<file path="config.mk">
export PLATFORM = sky130hd
export DESIGN_NAME = inst_sram_bridge
export DESIGN_NICKNAME = d
export VERILOG_FILES = /design/src/rtl/inst_sram_bridge_pkg.sv /design/src/rtl/inst_sram_bridge.sv
export SDC_FILE = /design/constraint.sdc
export NUM_CORES = 1
export LEC_CHECK = 0
export BUFFER_PORTS_ARGS = -buffer_cell sky130_fd_sc_hd__clkbuf_2
export CAP_MARGIN = 10
export CORE_ASPECT_RATIO = 1.1
export CORE_UTILIZATION = 49
export DETAILED_ROUTE_END_ITERATION = 10
export PLACE_DENSITY = 0.75
export SETUP_SLACK_MARGIN = 0.5
export SLEW_MARGIN = 20
export SYNTH_ARGS = -nofsm -noshare
export SYNTH_HDL_FRONTEND = slang
export SYNTH_SLANG_ARGS = --single-unit
</file>
<file path="constraint.sdc">
create_clock -name clk -period 3.3 [get_ports clk]
set_input_delay 0.66 -clock clk [delete_from_list [all_inputs] [get_ports clk]]
set_output_delay 0.66 -clock clk [all_outputs]
set_load 0.01 [all_outputs]
</file>
<file path="src/rtl/inst_sram_bridge_pkg.sv">
// Shared instruction-fetch types: address/word types, zero word and bridge FSM states.
package inst_sram_bridge_pkg;

  localparam int INST_ADDR_W = 32;
  localparam int INST_W      = 32;

  typedef logic [INST_ADDR_W-1:0] InstAddr_t;
  typedef logic [INST_W-1:0]      Inst_t;

  localparam Inst_t ZeroWord = '0;

  // IDLE: evaluate hit/miss, ADDR: request on bus, DATA: wait for read data
  typedef enum logic [1:0] {
    IDLE = 2'd0,
    ADDR = 2'd1,
    DATA = 2'd2
  } IfState_t;

endpackage

</file>
<file path="src/rtl/inst_sram_bridge.sv">
// Instruction fetch bridge: combinational ROM port in front of a split
// address/data SRAM-like bus, with a one-entry fetch buffer and a bypass
// path so a returning word reaches IF/ID in the same cycle it arrives.
module inst_sram_bridge
  import inst_sram_bridge_pkg::*;
#(
  parameter int ADDR_W = 32,
  parameter int DATA_W = 32
) (
  input  logic              clk,
  input  logic              rst,
  input  logic              rom_ce_i,
  input  logic [ADDR_W-1:0] rom_addr_i,
  output logic [DATA_W-1:0] rom_data_o,
  output logic              stallreq_o,
  output logic              inst_req_o,
  output logic [ADDR_W-1:0] inst_addr_o,
  input  logic              inst_addr_ok_i,
  input  logic              inst_data_ok_i,
  input  logic [DATA_W-1:0] inst_rdata_i
);

  IfState_t          r_state;
  IfState_t          w_state_nxt;
  logic [ADDR_W-1:0] r_req_addr;
  logic              r_buf_valid;
  logic [ADDR_W-1:0] r_buf_addr;
  logic [DATA_W-1:0] r_buf_data;

  logic              w_hit;
  logic              w_bypass;
  logic              w_launch;
  logic              w_fill;

  // Hit against the buffer entry, or bypass of the word returning right now.
  // Bypass is gated by rom_ce_i so a disabled fetch always sees a zero word.
  always_comb begin
    w_hit    = rom_ce_i & r_buf_valid & (r_buf_addr == rom_addr_i);
    w_bypass = rom_ce_i & (r_state == DATA) & inst_data_ok_i &
               (r_req_addr == rom_addr_i);
    rom_data_o = '0;
    if (w_bypass)   rom_data_o = inst_rdata_i;
    else if (w_hit) rom_data_o = r_buf_data;
    stallreq_o = rom_ce_i & ~w_hit & ~w_bypass;
  end

  // Next state and bus outputs; a new miss is only evaluated from IDLE,
  // so an outstanding transaction always runs to completion.
  always_comb begin
    w_state_nxt = r_state;
    w_launch    = 1'b0;
    w_fill      = 1'b0;
    inst_req_o  = 1'b0;
    inst_addr_o = r_req_addr;
    unique case (r_state)
      IDLE: begin
        if (rom_ce_i & ~w_hit) begin
          w_launch    = 1'b1;
          w_state_nxt = ADDR;
        end
      end
      ADDR: begin
        inst_req_o = 1'b1;
        if (inst_addr_ok_i) w_state_nxt = DATA;
      end
      DATA: begin
        if (inst_data_ok_i) begin
          w_fill      = 1'b1;
          w_state_nxt = IDLE;
        end
      end
      default: w_state_nxt = IDLE;
    endcase
  end

  // State, captured request address and buffer entry; reset invalidates the buffer.
  always_ff @(posedge clk) begin
    if (rst) begin
      r_state     <= IDLE;
      r_req_addr  <= '0;
      r_buf_valid <= 1'b0;
      r_buf_addr  <= '0;
      r_buf_data  <= '0;
    end else begin
      r_state <= w_state_nxt;
      if (w_launch) r_req_addr <= rom_addr_i;
      if (w_fill) begin
        r_buf_valid <= 1'b1;
        r_buf_addr  <= r_req_addr;
        r_buf_data  <= inst_rdata_i;
      end
    end
  end

endmodule

</file>
==> flow_summary.ini <==
[outcome]
status = finished, final reports clean

[sta]
worstMarginPinSlew_ps = 724
setup_tns_ps = 0
finalHoldViolCount = 0
maxSlewViolCount = 0
max_freq_mhz = 305
setup_viol = 0
rsz0062_at_grt = yes
layout_min_cycle_time_ps = 3280
fin_ws_ps = 20.3
fin_crit_sh = 0.994
relSlewSlack = 0.517
finClkSkew_ps = 10.8

[critical_path]
regToRegSetupSlack_ps = 670
r2r_end = inst_addr_o[23]
required_ps = 2640
arrival_ps = 2620
reg2reg_from = r_buf_addr[7]
critPathLaunchType = input pin
worstSetupEndpointType = primary output
path_class = in2out
rr_worst_depth = 9
critPathMaxFanout = 6

[pwr]
p_leak_nw = 2.79
power_frac_clock = 0.316
switching_power_mw = 0.651
power_frac_comb = 0.147
finalPower_mw = 2.38
seqPwrFrac = 0.537
cellPowerDensity_nw_per_um2 = 352
ir_drop_uv = 211
p_int_mw = 1.72
switching_share = 0.274

[synthesis]
synth_fp_nets = 693
synth_top_area_share = 0.390
yosys_warnings = 0
synthCells = 624
yosys.area.top_type = dfxtp_1
syn_area_per_cell_sq_um = 8.14
synth_area_leaders = dfxtp_1, xor2_1, nand2_1
seq_area_frac_synth = 0.390
syn_area_sq_um = 5080
ys_types = 25
ys_ff_latch = 99

[cts]
cts_tree = yes
htreeDepth = 3
cts_buffers = 9
clk_pin_slew_ps = 90
root_buffer = clkbuf_8
insertion_delay_ps = 370
postCtsHoldBufs = 0
clock_sinks = 99
clockBufferDepth = 2

[cells_and_area]
fillers = 779
seq_area_sq_um = 1990
fin_util = 0.677
drive_gt1_frac = 0.317
final_nets = 828
n_antenna_cell = 0
area_growth_pct = 32.9
multiInputGateArea_sq_um = 3100

[place]
post-place-ws_ps = -40.5
hpwlAfterDp_um = 8400
globalplace.congestion = 0.807
io_buffers = 134

[drt]
drc = 0
wirelength_um = 13600
ant_nets = 0
firstDrtPassIters = 4
vias_per_cell = 5.21
first_iter_violations = 229
wire_per_inst_um = 15.4
vias = 4610

[die]
core_sq_um = 9980
ios = 135
die_x_um = 99.1
std_cell_rows = 38
initial_core_util = 0.509
die_y_um = 109
die_area_sq_um = 10800

[worst_hold_path]
hp-start = r_buf_data[30]
hold_path_end = r_buf_data[30]
whs_path_depth = 2
hp-class = reg2reg

[global_routing]
antenna_found_initial = 0
grt_use_total = 0.226
gr-total-overflow = 0
grt_pass1_vias = 3978
grt_max_degree = 132
grt_first_pass_wirelength_um = 18900

[job]
drv_cap = 0
[worst max-delay path, stage by stage]
cell and delay (ps):
buf_6 110, xor2_4 180, nor4_2 250, buf_4 140, nand2_1 50, or4_4 630, clkbuf_16 210, nor2_1 110
mux2_2 180, buf_6 100
[power by group through the flow]
stage | sequential, mW | clock, mW | combinational, mW
floorplan | 1.31 | 0 | 0.169
global placement | 1.30 | 0 | 0.306
detailed placement | 1.30 | 0 | 0.313
CTS | 1.27 | 0.767 | 0.325
global route | 1.28 | 0.820 | 0.379
finish | 1.28 | 0.750 | 0.350
[synth_stat cells]
| master | n |
|---|---|
| a22oi_1 | 1 |
| inv_1 | 32 |
| nor2_1 | 37 |
| buf_1 | 4 |
| dfxtp_1 | 99 |
| mux2i_1 | 32 |
| clkbuf_1 | 27 |
| buf_6 | 4 |
| a21oi_1 | 65 |
| xnor2_1 | 5 |
| or4_1 | 1 |
| mux2_2 | 32 |
| nand2_1 | 129 |
| nand3_1 | 4 |
| nor4_1 | 14 |
| nor4_2 | 1 |
| nor3_1 | 1 |
| nand2b_1 | 65 |
| nand4_1 | 3 |
| nand3b_1 | 1 |
| nor2b_1 | 1 |
| buf_2 | 4 |
| and3_4 | 1 |
| and3b_1 | 2 |
| xor2_1 | 59 |
[cells in the final DEF (no fill, tap or decap), types with 6 or more instances in the layout]
master	n
nand2_1	129
clkbuf_2	108
dfxtp_1	94
nand2b_1	65
a21oi_1	65
xor2_1	54
inv_1	32
mux2i_1	32
mux2_4	30
nor2_1	29
buf_6	19
buf_4	17
clkbuf_8	15
nor4_2	7
nor2_2	6
[cell type report]
type	count	share of cell area
Tap cell	120	0.0222
Clock buffer	12	0.0244
Multi-Input combinational cell	454	0.459
Inverter	32	0.0178
Timing Repair Buffer	163	0.179
Clock inverter	4	0.00352
Sequential cell	99	0.295
[per-stage QoR]
stage                     std cells  cell area, sq um  hold slack, ps
final                           884              6760             458
after global routing            884              6760             475
after CTS                       871              6270             460
after detailed placement        848              5930             448
after global placement          848              5930             442
after floorplan                 624              5240             436
[worst max path at each step]
stage,start,endpoint,cells after the start
finish,rom_addr_i[26],rom_data_o[22],10
global route,r_buf_addr[7],rom_data_o[22],9
CTS,rom_addr_i[26],rom_data_o[28],10
detailed placement,rom_addr_i[19],rom_data_o[23],8
global placement,rom_addr_i[19],rom_data_o[22],8
floorplan,rom_addr_i[4],rom_data_o[0],6
[per-layer routing]
| layer | vias up | share of wire | track usage |
|---|---|---|---|
| li1 | 2263 | - | - |
| met1 | 2169 | 0.41 | 0.259 |
| met2 | 151 | 0.51 | 0.397 |
| met3 | 27 | 0.051 | 0.0500 |
| met4 | 0 | 0.026 | 0.113 |
| met5 | - | 0 | 0 |
[flip-flops by register name (all words and copies together) (netlist names)]
signal	flops
inst_addr_o	32
r_buf_addr	32
r_buf_data	32
r_buf_valid	1
r_state	2
[what timing repair did]
action	in CTS	in global routing
resized for setup	12	77
pin swaps	4	7
setup endpoints to repair	33	33
gates cloned	2	7
setup buffers	5	5
[cells by family after synthesis]
logic type             share of synthesized area
multiplexers                               0.134
flip-flops                                 0.390
XOR/XNOR                                   0.110
AO/OA/AOI/OAI                             0.0655
buffers and inverters                     0.0593
AND/OR/NAND/NOR                            0.241
(Power assumes the default switching activity.)
